**config.mk**
```make
export PLATFORM = sky130hd
export DESIGN_NAME = hyper_burst_splitter
export DESIGN_NICKNAME = d
export VERILOG_FILES = /design/src/rtl/hyper_burst_splitter.sv
export SDC_FILE = /design/constraint.sdc
export NUM_CORES = 1
export LEC_CHECK = 0
export BUFFER_PORTS_ARGS = -buffer_cell sky130_fd_sc_hd__clkbuf_2
export CAP_MARGIN = 20
export CELL_PAD_IN_SITES_DETAIL_PLACEMENT = 0
export CELL_PAD_IN_SITES_GLOBAL_PLACEMENT = 2
export CORE_MARGIN = 2
export CORE_UTILIZATION = 31
export DETAILED_ROUTE_END_ITERATION = 8
export GPL_TIMING_DRIVEN = 0
export MAX_ROUTING_LAYER = met4
export PLACE_DENSITY = 0.79
export SLEW_MARGIN = 20
export SYNTH_ARGS = -nofsm -noshare
export SYNTH_HDL_FRONTEND = slang
export SYNTH_SLANG_ARGS = --single-unit
```
**constraint.sdc**
```tcl
create_clock -name clk_i -period 5.36 [get_ports clk_i]
set_input_delay 0.536 -clock clk_i [delete_from_list [all_inputs] [get_ports clk_i]]
set_output_delay 0.536 -clock clk_i [all_outputs]
set_load 0.005 [all_outputs]
```
**src/rtl/hyper_burst_splitter.sv**
```systemverilog
// hyper_burst_splitter: splits one HyperBus transaction descriptor into PHY
// bursts bounded by the chip-select max length (tCSM), issues them one at a
// time, and pulses a completion strobe after the last burst finishes.
// Optional feature: define HYPER_BURST_PAGE_SPLIT_EN to also stop bursts at
// 2^PAGE_BYTES_LOG2-byte page boundaries.
module hyper_burst_splitter #(
  parameter int TRANS_SIZE      = 16,
  parameter int TRANS_DATA_SIZE = 32 + TRANS_SIZE + 4 + 1,
  parameter int PAGE_BYTES_LOG2 = 10
) (
  input  logic                       clk_i,
  input  logic                       rstn_i,
  input  logic [TRANS_DATA_SIZE-1:0] trans_data_i,
  input  logic                       trans_valid_i,
  output logic                       trans_ready_o,
  input  logic [15:0]                cfg_cs_max_i,
  output logic [31:0]                burst_addr_o,
  output logic [TRANS_SIZE-1:0]      burst_len_o,
  output logic                       burst_rx_o,
  output logic                       burst_reg_o,
  output logic                       burst_last_o,
  output logic                       burst_valid_o,
  input  logic                       burst_ready_i,
  input  logic                       phy_done_i,
  output logic                       trans_done_o,
  output logic                       busy_o
);

  typedef enum logic [1:0] {S_IDLE, S_ISSUE, S_WAIT, S_DONE} state_t;

  state_t                r_state;
  logic [31:0]           r_cur_addr;
  logic [TRANS_SIZE-1:0] r_remaining;
  logic [15:0]           r_cs_lim;
  logic                  r_rx;
  logic                  r_reg;

  logic [31:0]           w_addr;
  logic [TRANS_SIZE-1:0] w_size;
  logic                  w_rx;
  logic [3:0]            w_mode;
  logic [31:0]           w_len32;
  logic [TRANS_SIZE-1:0] w_len;
  logic                  w_unused;

  assign w_addr = trans_data_i[TRANS_DATA_SIZE-1 -: 32];
  assign w_size = trans_data_i[TRANS_SIZE+4:5];
  assign w_rx   = trans_data_i[4];
  assign w_mode = trans_data_i[3:0];

  // mode[3], cs_max[0] and the upper length bits carry no information here
  assign w_unused = ^{w_mode[3], cfg_cs_max_i[0], w_len32[31:TRANS_SIZE]};

`ifdef HYPER_BURST_PAGE_SPLIT_EN
  logic [31:0] w_page_room;
  assign w_page_room = (32'd1 << PAGE_BYTES_LOG2)
                     - {{(32-PAGE_BYTES_LOG2){1'b0}}, r_cur_addr[PAGE_BYTES_LOG2-1:0]};
`endif

  // Burst length from the current registers: remaining, clipped by tCSM (and page)
  always_comb begin
    w_len32 = 32'(r_remaining);
    if ((r_cs_lim != 16'd0) && (32'(r_cs_lim) < w_len32)) w_len32 = 32'(r_cs_lim);
`ifdef HYPER_BURST_PAGE_SPLIT_EN
    if (w_page_room < w_len32) w_len32 = w_page_room;
`endif
    if (r_reg) w_len32 = 32'd2;
  end

  assign w_len = w_len32[TRANS_SIZE-1:0];

  assign trans_ready_o = (r_state == S_IDLE);
  assign busy_o        = (r_state != S_IDLE);
  assign burst_valid_o = (r_state == S_ISSUE);
  assign trans_done_o  = (r_state == S_DONE);
  assign burst_addr_o  = r_cur_addr;
  assign burst_len_o   = w_len;
  assign burst_rx_o    = r_rx;
  assign burst_reg_o   = r_reg;
  // Qualified by ISSUE so the flag reads 0 outside an active command (incl. reset)
  assign burst_last_o  = (r_state == S_ISSUE) && ((w_len == r_remaining) || r_reg);

  // Control FSM: accept descriptor, issue bursts, wait for PHY, signal completion
  always_ff @(posedge clk_i or negedge rstn_i) begin
    if (!rstn_i) begin
      r_state     <= S_IDLE;
      r_cur_addr  <= 32'd0;
      r_remaining <= '0;
      r_cs_lim    <= 16'd0;
      r_rx        <= 1'b0;
      r_reg       <= 1'b0;
    end else begin
      case (r_state)
        S_IDLE: begin
          if (trans_valid_i) begin
            r_cur_addr  <= w_addr;
            r_remaining <= w_size;
            r_rx        <= w_rx;
            r_reg       <= (w_mode[2:0] == 3'h1);
            // odd limits round down to even; 1 therefore becomes 0 = unlimited
            r_cs_lim    <= {cfg_cs_max_i[15:1], 1'b0};
            r_state     <= (w_size == '0) ? S_DONE : S_ISSUE;
          end
        end
        S_ISSUE: begin
          if (burst_ready_i) begin
            r_cur_addr  <= r_cur_addr + w_len32;
            r_remaining <= r_reg ? '0 : (r_remaining - w_len);
            r_state     <= S_WAIT;
          end
        end
        S_WAIT: begin
          if (phy_done_i) r_state <= (r_remaining == '0) ? S_DONE : S_ISSUE;
        end
        S_DONE: r_state <= S_IDLE;
        default: r_state <= S_IDLE;
      endcase
    end
  end

endmodule

```
Word-level counts from Yosys, hierarchy flattened
Index checks and enable logic that the tools add are counted.
{"block": "word_totals", "out_inout_bits": 55, "input_bits": 74, "regBits": 67, "elab_cells": 44}
{"block": "op_classes", "add_sub_neg": 2, "n_reduce_logical": 12, "mux": 15, "n_eq_ne": 8, "order_cmp": 1}
{"op": "16-bit two-way mux", "n": 5}
{"op": "32-bit two-way mux", "n": 2}
{"op": "32-bit one-hot mux with 2 select lines", "n": 1}
{"op": "32-bit adder", "n": 1}
{"op": "16-bit logical NOT", "n": 2}
{"op": "16-bit one-hot mux with 2 select lines", "n": 1}
{"op": "16-bit == test", "n": 1}
{"op": "16-bit < comparator", "n": 1}
{"op": "16-bit nonzero test", "n": 1}
{"op": "16-bit subtractor", "n": 1}
{"op": "2-bit two-way mux", "n": 5}
{"op": "2-bit one-hot mux with 4 select lines", "n": 1}
{"op": "3-bit AND reduction", "n": 2}
{"op": "2-bit == test (second input constant)", "n": 2}
{"op": "2-bit inequality test (second input constant)", "n": 2}
{"op": "2-bit nonzero test", "n": 2}
{"op": "3-bit by 1-bit == test with 1-bit output (second input constant)", "n": 1}
{"op": "2-bit by 1-bit == test with 1-bit output (second input constant)", "n": 1}
{"op": "1-bit logical AND", "n": 2}
{"op": "2-bit logical NOT", "n": 1}
{"op": "2-bit by 1-bit inequality test with 1-bit output (second input constant)", "n": 1}
{"op": "2-bit AND reduction", "n": 1}
{"op": "1-bit logical OR", "n": 1}

Depth between registers and ports, before layout
Gate-level depths: netlist of run 1.
{"block": "depth", "ltp_word": 8, "ltp_mapped": 22, "mapped_depth_nobuf": 20}

Worst setup path before layout of run 1
Ideal clock, no wire load.
{"block": "synth_timing", "path_kind": "reg2reg", "from": "register r_remaining[1]", "to": "register r_cur_addr[27] (netlist: burst_addr_o[27])", "stages_incl_launch_ff": 21, "required_time_ns": 5.235, "setup_time_ns": 0.125, "synth_period_minus_slack_ns": 4.412, "arrival_ns": 4.286, "setup_slack_ns": 0.948, "cell_sequence": "dfrtp_1 inv_1 ha_1 nor2b_1 o211ai_1 a211oi_1 o311a_1 o21ai_1 clkbuf_1 a21oi_1 nand2b_1 ha_1 a21o_1 a21o_1 a2111oi_4 o211ai_2 a221o_1 buf_6 and3_4 a211oi_2 nor3b_2"}
{"block": "synth_via", "elab_chain_len": 7}
{"item": "start: declaration", "line": "33", "rtl": "logic [TRANS_SIZE-1:0] r_remaining;"}
{"item": "start signal: assignment", "line": "97", "rtl": "r_remaining <= w_size;"}
{"item": "start signal: assignment", "line": "108", "rtl": "r_remaining <= r_reg ? '0 : (r_remaining - w_len);"}
{"item": "16-bit < comparator", "line": "63", "rtl": "if ((r_cs_lim != 16'd0) && (32'(r_cs_lim) < w_len32)) w_len32 = 32'(r_cs_lim);"}
{"item": "1-bit logical AND", "line": "63"}
{"item": "16-bit two-way mux (*)", "line": "63"}
{"item": "16-bit two-way mux (*)", "line": "67", "rtl": "if (r_reg) w_len32 = 32'd2;"}
{"item": "net burst_len_o[1]", "line": "18", "rtl": "output logic [TRANS_SIZE-1:0] burst_len_o,"}
{"item": "32-bit adder (*)", "line": "107", "rtl": "r_cur_addr <= r_cur_addr + w_len32;"}
{"item": "32-bit two-way mux (*)", "line": "106", "rtl": "if (burst_ready_i) begin"}
{"item": "32-bit one-hot mux with 2 select lines (*)", "line": "93", "rtl": "case (r_state)"}
{"item": "end signal: assignment", "line": "96", "rtl": "r_cur_addr <= w_addr;"}
{"item": "end signal: assignment", "line": "107"}
{"item": "end: declaration", "line": "32", "rtl": "logic [31:0] r_cur_addr;"}
Mark *: on every way through the listed nets, which the timed path passes. The rest lies on a longest branch. The select of a mux whose other input is x is not followed.
A chain may end at the register's enable or synchronous reset.

Worst setup path after layout of run 1
{"block": "layout_timing", "from": "register r_remaining[1]", "to": "register r_remaining[13]"}
{"block": "layout_via", "elab_chain_len": 8}
{"item": "16-bit < comparator", "line": "63"}
{"item": "1-bit logical AND", "line": "63"}
{"item": "16-bit two-way mux", "line": "63"}
{"item": "16-bit two-way mux", "line": "67"}
{"item": "16-bit subtractor (*)", "line": "108"}
{"item": "16-bit two-way mux (*)", "line": "108"}
{"item": "16-bit two-way mux (*)", "line": "106"}
{"item": "16-bit one-hot mux with 2 select lines (*)", "line": "93"}
Every way passes the cells marked *; elsewhere a longest branch is shown, timed or not. The select of a mux whose other input is x is not followed.

==> out/summary.txt, run 1 <==
largest area contributor in the netlist -> dfrtp_1
Setup TNS -> 0 ns
vias in the first global route -> 5559
total number of vias -> 5761
Setup Crit Path Kind -> flip-flop to flip-flop
Setup Buffers After CTS -> 0
worst rel slew slack -> 0.484
reg-to-reg setup timing slack -> 0.30 ns
clock slew at reported path FFs -> 0.06 ns
layout overhead on the synthesized area -> 23.1%
drt pass-1 iters -> 5
Synth area leaders -> dfrtp_1, ha_1, nand2_1
layout cells sized above 1 -> 0.205
Slew Limit Fails -> 0
input/output buffers -> 126
first-pass GRT wire length -> 31.4 mm
total gr overflow -> 0
CP Data Required Time -> 5.62 ns
Critical Path Start Type -> flip-flop
WL/cell -> 19.5 um
I/O pin count -> 129
post-layout min period -> 5.06 ns
Worst-Margin Slew -> 0.774 ns
die span in y -> 136 um
Data arrival, critical path -> 5.32 ns
Initial Util -> 0.313
clk buf depth -> 2
Crit Path Max Fanout -> 10
Root Driver -> clkbuf_16
CTS tree -> done
DIE AREA -> 18400 um2
GPL Wtd Cong -> 0.923
number of synthesized flops with an enable pin -> 0
DRT iter0 DRCs -> 407
Max Clock Skew -> 0.00917 ns
RSZ-0062 raised after global routing -> no
initial antenna violation count -> 0
Row Count -> 48
fin crit share -> 0.944
Final ANT Viol Nets -> 0
post-synthesis cell count -> 682
Hold Crit Class -> primary input to async pin
CP endpoint kind -> flip-flop
largest net degree at the start of global routing -> 43
Post-Syn Area per Cell -> 7.86 um2
CTS Buf Count -> 9
Remaining DRCs -> 0
HPWL Detailed -> 16.0 mm
Synth cell types -> 65
Most used DFF post-synth -> dfrtp_1
total core area -> 17100 um2
# clock sinks -> 67
synthesized area -> 5360 um2
area share of the largest cell type after synthesis -> 0.313
GRT Util Overall -> 0.233
# setup viols final -> 0
status -> completed
part of the Yosys area used for sequential elements -> 0.313
endpoints failing hold -> 0
highest clock rate -> 0.198 GHz
H-tree depth -> 3
DR vias/cell -> 5.50
n_diodes -> 0
#FFs+latches synth -> 67
max-cap violations -> 0
final WL -> 20.5 mm
Worst-Skew Late Latency -> 0.35 ns
post-layout net count -> 942
Post-synth ARST share -> 1.00
die width -> 136 um
YS warnings -> 0
Synthesized Nets -> 804
## layer usage
layer	track usage	vias to the layer above	routed length, um
met2	0.349	196	9320
met4	0.0781	0	358
li1	-	2745	-
met5	-	-	0
met3	0.0228	24	1010
met1	0.330	2796	9780
## through the flow
step | util | worst slack [ns] | cell area (um2) | hold WS (ns) | cells
after CTS | 0.385 | 0.0167 | 6590 | 0.158 | 1048
after floorplan | - | 0.948 | 5360 | 0.240 | 682
after global routing | 0.386 | 0.0246 | 6600 | 0.177 | 1048
final | 0.386 | 0.298 | 6600 | 0.154 | 1048
after global placement | 0.367 | 0.0166 | 6270 | 0.457 | 1033
after detailed placement | 0.368 | 0.000145 | 6300 | 0.491 | 1034
## final timing paths
check | depth (start not counted) | end | startpoint
worst min-delay path | 1 | burst_addr_o[31]$_DFFE_PN0P_ | rstn_i
max in group asynchronous | 2 | burst_addr_o[3]$_DFFE_PN0P_ | rstn_i
worst max-delay path | 19 | r_remaining[13]$_DFFE_PN0P_ | r_remaining[1]$_DFFE_PN0P_
min in group clk_i | 3 | r_cs_lim[9]$_DFFE_PN0P_ | cfg_cs_max_i[9]
worst max register to register | 19 | r_remaining[13]$_DFFE_PN0P_ | r_remaining[1]$_DFFE_PN0P_
worst min register to register | 2 | burst_rx_o$_DFFE_PN0P_ | burst_rx_o$_DFFE_PN0P_
## cell usage after synthesis (8+ instances only)
| library cell | n |
|---|---|
| nand4_1 | 9 |
| clkbuf_1 | 27 |
| o21ai_0 | 41 |
| dfrtp_1 | 67 |
| nor2_1 | 59 |
| nor3_1 | 10 |
| a211oi_1 | 8 |
| a21oi_1 | 72 |
| or2_2 | 11 |
| xnor2_1 | 17 |
| inv_1 | 38 |
| and3_1 | 10 |
| a31oi_1 | 12 |
| nor4_1 | 14 |
| o22ai_1 | 8 |
| ha_1 | 46 |
| nand2_1 | 99 |
| nand3_1 | 23 |
## state kept, by name, indices dropped and copies added (netlist names)
name          flops
burst_reg_o       1
burst_addr_o     32
r_remaining      16
r_state           2
burst_rx_o        1
r_cs_lim         15
## logic make-up (layout without fill, tap and decap cells)
| group | Yosys count | count (layout) | synth area share |
|---|---|---|---|
| buf+inv | 70 | 211 | 0.0509 |
| simple gates | 269 | 269 | 0.238 |
| compound gates | 205 | 205 | 0.246 |
| xor+xnor | 21 | 21 | 0.0343 |
| mux | 2 | 2 | 0.00397 |
| fa+ha+maj | 48 | 48 | 0.115 |
| flops | 67 | 67 | 0.313 |
## what timing repair did
action / 4_1_cts / 5_1_grt
hold endpoints to repair: 0 / 0
gates resized for setup: 1 / 8
endpoints found under the setup margin: 1 / 19
hold buffers: 0 / 0
## worst max-delay path, cell delays in order (launching register included)
cell       delay [ns]
dfrtp_1          0.40
inv_1            0.17
ha_1             0.25
nor2b_1          0.12
o211ai_1         0.18
a211oi_1         0.12
o311a_1          0.35
o21ai_2          0.23
clkbuf_2         0.28
a21oi_1          0.11
nand2b_1         0.36
inv_1            0.09
ha_1             0.32
nor2b_1          0.13
o21ai_0          0.16
a2111oi_1        0.69
o31ai_1          0.28
o311ai_0         0.46
nand3_1          0.14
o211ai_1         0.12
## layout by cell type, fill, tap and decap left out, drive strengths merged, types with 5 or more instances in the layout
cell and count:
a211oi 11, a21o 7, a21oi 72, a221oi 7
a31oi 12, and3 12, buf 6, clkbuf 164
dfrtp 67, ha 46, inv 38, nand2 99
nand2b 7, nand3 23, nand4 9, nor2 59
nor2b 6, nor3 10, nor4 14, o211ai 5
o21a 5, o21ai 42, o22ai 8, or2 15
xnor2 17
## area by class of cell
cell class	instances	area, um2
Fill cell	1868	10500
Timing Repair Buffer	127	661
Inverter	38	143
Clock inverter	3	40.0
Buffer	32	134
Multi-Input combinational cell	545	3420
Sequential cell	67	1680
Tap cell	225	282
Clock buffer	11	243
Power of run 1 is left out: the tool's default activity adds up to more than one toggle a clock period on the data nets, which glitch-free logic cannot reach.
==> inputs of run 2 (changes only) <==
Settings changed: PLACE_DENSITY 0.79 to not set, PLACE_DENSITY_LB_ADDON set to 0.1.
==> run 2 against run 1 <==
  * First-iteration DRC count decreased by 12%
  * Flip-flop and latch count unchanged
  * Non-clock buffer count decreased by 1
  * Clock skew increased by 0.0010 ns
  * Cell count about the same
  * Fmax about the same
  * Clock-buffer cell count decreased by 2
  * Setup slack improved by 0.0029 ns
  * Die area unchanged
  * Worst hold slack improved by 0.0039 ns
  * Global-route usage increased by 1.2 points
  * Critical endpoint is now burst_last_o
==> out/summary.txt, run 2 (synthesized netlist as in run 1, its figures left out) <==
status -> completed
fin crit share -> 0.944
drt pass-1 iters -> 5
vias in the first global route -> 5592
DRT iter0 DRCs -> 359
GPL Wtd Cong -> 0.900
highest-count cells in the layout ignoring fill and taps -> clkbuf_2, nand2_1, a21oi_1
n_diodes -> 0
clk buf depth -> 2
Final Non-Filler Cells -> 1049
CTS tree -> done
WL/cell -> 20.4 um
multi-input logic area -> 3460 um2
post-layout net count -> 941
total core area -> 17100 um2
DIE AREA -> 18400 um2
number of fill cells -> 1862
input/output buffers -> 126
post-cts hold buffer count -> 0
highest clock rate -> 0.198 GHz
commonest non-fill, non-tap cell in the layout -> clkbuf_2
Final Util -> 0.388
crit-path max cell delay -> 0.43 ns
Setup Crit Path Kind -> flip-flop to primary output
RSZ-0062 raised after global routing -> no
layout cells sized above 1 -> 0.214
CP Cell Sequence -> inv_1, ha_1, nor2b_1, o211ai_1, a211oi_1, o311a_1, o21ai_4, clkbuf_4, a21oi_1, or2_2, ha_1, and3_1, nand4_1, nor4_4, a21oi_1, nor2_1, clkbuf_2
CP endpoint kind -> primary output
max reg flops -> 32
Crit Path Max Fanout -> 10
CTS Buf Count -> 9
Critical Path Start Type -> flip-flop
Row Count -> 48
Hold Crit Class -> primary input to async pin
Worst-Margin Slew -> 0.823 ns
Seq. cell area -> 1680 um2
first-pass GRT wire length -> 32.7 mm
total gr overflow -> 0
CP Data Required Time -> 4.82 ns
Setup Buffers After CTS -> 0
# setup viols final -> 0
die width -> 136 um
Remaining DRCs -> 0
Slew Limit Fails -> 0
layout overhead on the synthesized area -> 24.0%
critical path's slowest cell -> dfrtp_1
post-placement cell count -> 1034
Max Clock Skew -> 0.0102 ns
die span in y -> 136 um
post-layout min period -> 5.06 ns
initial antenna violation count -> 0
# clock sinks -> 67
largest net degree at the start of global routing -> 42
final WL -> 21.4 mm
GRT Util Overall -> 0.244
DR vias/cell -> 5.43
worst rel slew slack -> 0.451
Final ANT Viol Nets -> 0
max-cap violations -> 0
Data arrival, critical path -> 4.52 ns
total number of vias -> 5700
endpoints failing hold -> 0
HPWL Detailed -> 17.0 mm
H-tree depth -> 3
clock slew at reported path FFs -> 0.07 ns
Worst-Skew Late Latency -> 0.35 ns
Root Driver -> clkbuf_16
Initial Util -> 0.313
I/O pin count -> 129
## run 2: changes by cell type in the layout (fill, tap and decap cells not counted), sizes merged
cell / before / now
bufinv: 1 / 0
inv: 38 / 45
clkinv: 2 / 0
clkbuf: 164 / 161
## run 2: repair_timing
item                                    CTS  global route
resized for setup                         2            15
pin swaps                                 0             0
endpoints found under the setup margin    5            23
## run 2: path summary, 6_finish.rpt
path / startpoint / to / slack, ns / cells after the start
worst max-delay path: r_remaining[1]$_DFFE_PN0P_ / burst_last_o / 0.30 / 17
worst min register to register: burst_rx_o$_DFFE_PN0P_ / burst_rx_o$_DFFE_PN0P_ / 0.48 / 2
max in group asynchronous: rstn_i / burst_addr_o[16]$_DFFE_PN0P_ / 4.61 / 2
worst max register to register: r_remaining[1]$_DFFE_PN0P_ / burst_addr_o[27]$_DFFE_PN0P_ / 0.37 / 20
worst min-delay path: rstn_i / r_remaining[1]$_DFFE_PN0P_ / 0.16 / 1
min in group clk_i: cfg_cs_max_i[8] / r_cs_lim[8]$_DFFE_PN0P_ / 0.37 / 3
## run 2: per-stage QoR
step	TNS (ns)	hold WS [ns]	worst slack [ns]	area, um2
after CTS	0	0.172	0.0216	6610
after global routing	0	0.184	0.0310	6650
after floorplan	0	0.240	0.948	5360
after global placement	-0.269	0.459	-0.150	6270
final	0	0.158	0.301	6650
after detailed placement	-0.0316	0.467	-0.0316	6300
## run 2: layout make-up
type                       count  share of cell area
multi-input combinational    545               0.520
sequential                    67               0.252
timing repair buffer         127              0.0994
tap                          225              0.0423
clock buffer                   9              0.0339
inverter                      38              0.0215
buffer                        31              0.0200
clock inverter                 7              0.0107
## run 2: critical path, delay by kind of cell, from the launching register on
kind,cells,cell delay [ns]
buffers and inverters,3,0.57
and+or+nand+nor,6,1.41
AOI/OAI and AO/OA,6,1.08
adders and majority gates,2,0.68
DFF,1,0.43
## run 2: layer usage
layer  vias up  global-route usage  share of wire
li1       2743                   -              -
met3        29              0.0456          0.054
met2       192               0.379           0.45
met1      2736               0.328           0.47
met5         -                   -              0
met4         0              0.0671          0.020
Power of run 2 is left out for the same reason.
==> inputs of run 3 (changes only) <==
Settings changed: BUFFER_PORTS_ARGS -buffer_cell sky130_fd_sc_hd__clkbuf_2 to not set, CORE_UTILIZATION 31 to 37, DONT_BUFFER_PORTS set to 1.
==> run 3 against run 2 <==
  * Clock-buffer cell count increased by 2
  * Die area decreased by 16%
  * Critical path depth unchanged
  * Via count decreased by 7.2%
  * Wire length decreased by 5.5%
  * Setup slack got worse by 0.031 ns
  * Highest routed layer unchanged
  * Cell count decreased by 16%
  * Fmax decreased by 0.62%
  * Utilization increased by 3.3 points
  * Final area decreased by 11%
==> out/summary.txt, run 3 (synthesized netlist as in run 1, its figures left out) <==
H-tree depth -> 3
GRT Util Overall -> 0.266
drt pass-1 iters -> 5
pre-CTS WS -> -0.00927 ns
clock slew at reported path FFs -> 0.06 ns
worst rel slew slack -> 0.424
layout overhead on the synthesized area -> 10.5%
max reg flops -> 32
first-pass GRT wire length -> 30.9 mm
Worst-Margin Slew -> 0.864 ns
max-cap violations -> 0
CTS tree -> done
Initial Util -> 0.382
endpoints failing hold -> 0
post-layout min period -> 5.09 ns
vias in the first global route -> 5226
Min Hold Slack -> 0.0653 ns
# setup viols final -> 0
Root Driver -> clkbuf_16
CP endpoint kind -> primary output
highest clock rate -> 0.196 GHz
Final WS setup -> 0.270 ns
post-layout net count -> 816
CP Data Required Time -> 4.82 ns
Crit Path Max Fanout -> 10
Worst-Skew Late Latency -> 0.35 ns
RSZ-0062 raised after global routing -> no
total core area -> 14000 um2
I/O pin count -> 129
fin crit share -> 0.950
CTS Buf Count -> 9
input/output buffers -> 0
# clock sinks -> 67
initial antenna violation count -> 0
Final ANT Viol Nets -> 0
status -> completed
Critical Path Start Type -> flip-flop
final WL -> 20.2 mm
Max Clock Skew -> 0.00817 ns
DR vias/cell -> 6.03
DIE AREA -> 15500 um2
largest net degree at the start of global routing -> 68
Hold Crit Class -> primary input to async pin
WL/cell -> 23.0 um
DRT iter0 DRCs -> 396
clk buf depth -> 2
GPL Wtd Cong -> 0.914
Slew Limit Fails -> 0
Remaining DRCs -> 0
highest-count cells in the layout ignoring fill and taps -> nand2_1, a21oi_1, dfrtp_1
Row Count -> 43
HPWL Detailed -> 15.5 mm
die span in y -> 124 um
layout cells sized above 1 -> 0.0646
Data arrival, critical path -> 4.55 ns
Setup Buffers After CTS -> 0
total number of vias -> 5291
die width -> 124 um
n_diodes -> 0
total gr overflow -> 0
Setup Crit Path Kind -> flip-flop to primary output
commonest non-fill, non-tap cell in the layout -> nand2_1
[run 3: cell count changes in the layout (fill, tap and decap cells not counted), sizes merged]
cell    delta
clkbuf   -123
inv        -7
clkinv     +2
bufinv     +1
[run 3: final timing paths]
check | startpoint | to | slack, ns | cells past startpoint
setup / recovery | r_remaining[1]$_DFFE_PN0P_ | burst_last_o | 0.27 | 17
hold / removal | rstn_i | burst_addr_o[1]$_DFFE_PN0P_ | 0.07 | 1
setup reg to reg | r_remaining[1]$_DFFE_PN0P_ | burst_addr_o[29]$_DFFE_PN0P_ | 0.32 | 20
hold reg to reg | burst_rx_o$_DFFE_PN0P_ | burst_rx_o$_DFFE_PN0P_ | 0.51 | 2
max in group asynchronous | rstn_i | r_cs_lim[9]$_DFFE_PN0P_ | 4.95 | 1
min in group clk_i | cfg_cs_max_i[5] | r_cs_lim[5]$_DFFE_PN0P_ | 0.30 | 2
[run 3: worst max-delay path, cell delays in order (launching register included)]
cell	delay [ns]
dfrtp_1	0.41
inv_1	0.18
ha_1	0.26
nor2b_1	0.12
o211ai_1	0.18
a211oi_1	0.11
o311a_1	0.35
o21ai_2	0.27
clkbuf_2	0.30
a21oi_1	0.11
or2_2	0.36
ha_1	0.30
clkbuf_1	0.27
and3_1	0.21
nand4_1	0.14
nor4_2	0.34
a21oi_1	0.13
nor2_1	0.14
[run 3: metrics by stage]
stage	utilization	TNS, ns	cells	instance area (um2)
floorplan	-	0	682	5360
global placement	0.398	0	862	5590
detailed placement	0.398	-0.00927	862	5590
CTS	0.420	0	877	5900
global route	0.422	0	877	5920
finish	0.422	0	877	5920
[run 3: metal layers]
metal / track usage / vias to the layer above / wire length [um]
met3: 0.0627 / 30 / 1560
met4: 0.0872 / 0 / 449
met5: - / - / 0
met2: 0.393 / 225 / 8980
li1: - / 2482 / -
met1: 0.360 / 2554 / 9210
[run 3: cell type report]
cell class                      instances  area, um2
Timing Repair Buffer                    1       27.5
Inverter                               38        143
Fill cell                            1453       8120
Multi-Input combinational cell        545       3430
Tap cell                              180        225
Clock buffer                           11        243
Clock inverter                          3       40.0
Buffer                                 32        134
Sequential cell                        67       1680
[run 3: what timing repair did]
item / in CTS / in global routing
endpoints found under the setup margin: 3 / 21
hold endpoints to repair: 67 / 0
gates resized for setup: 2 / 7
hold buffers: 1 / 0
Power of run 3 is left out for the same reason.
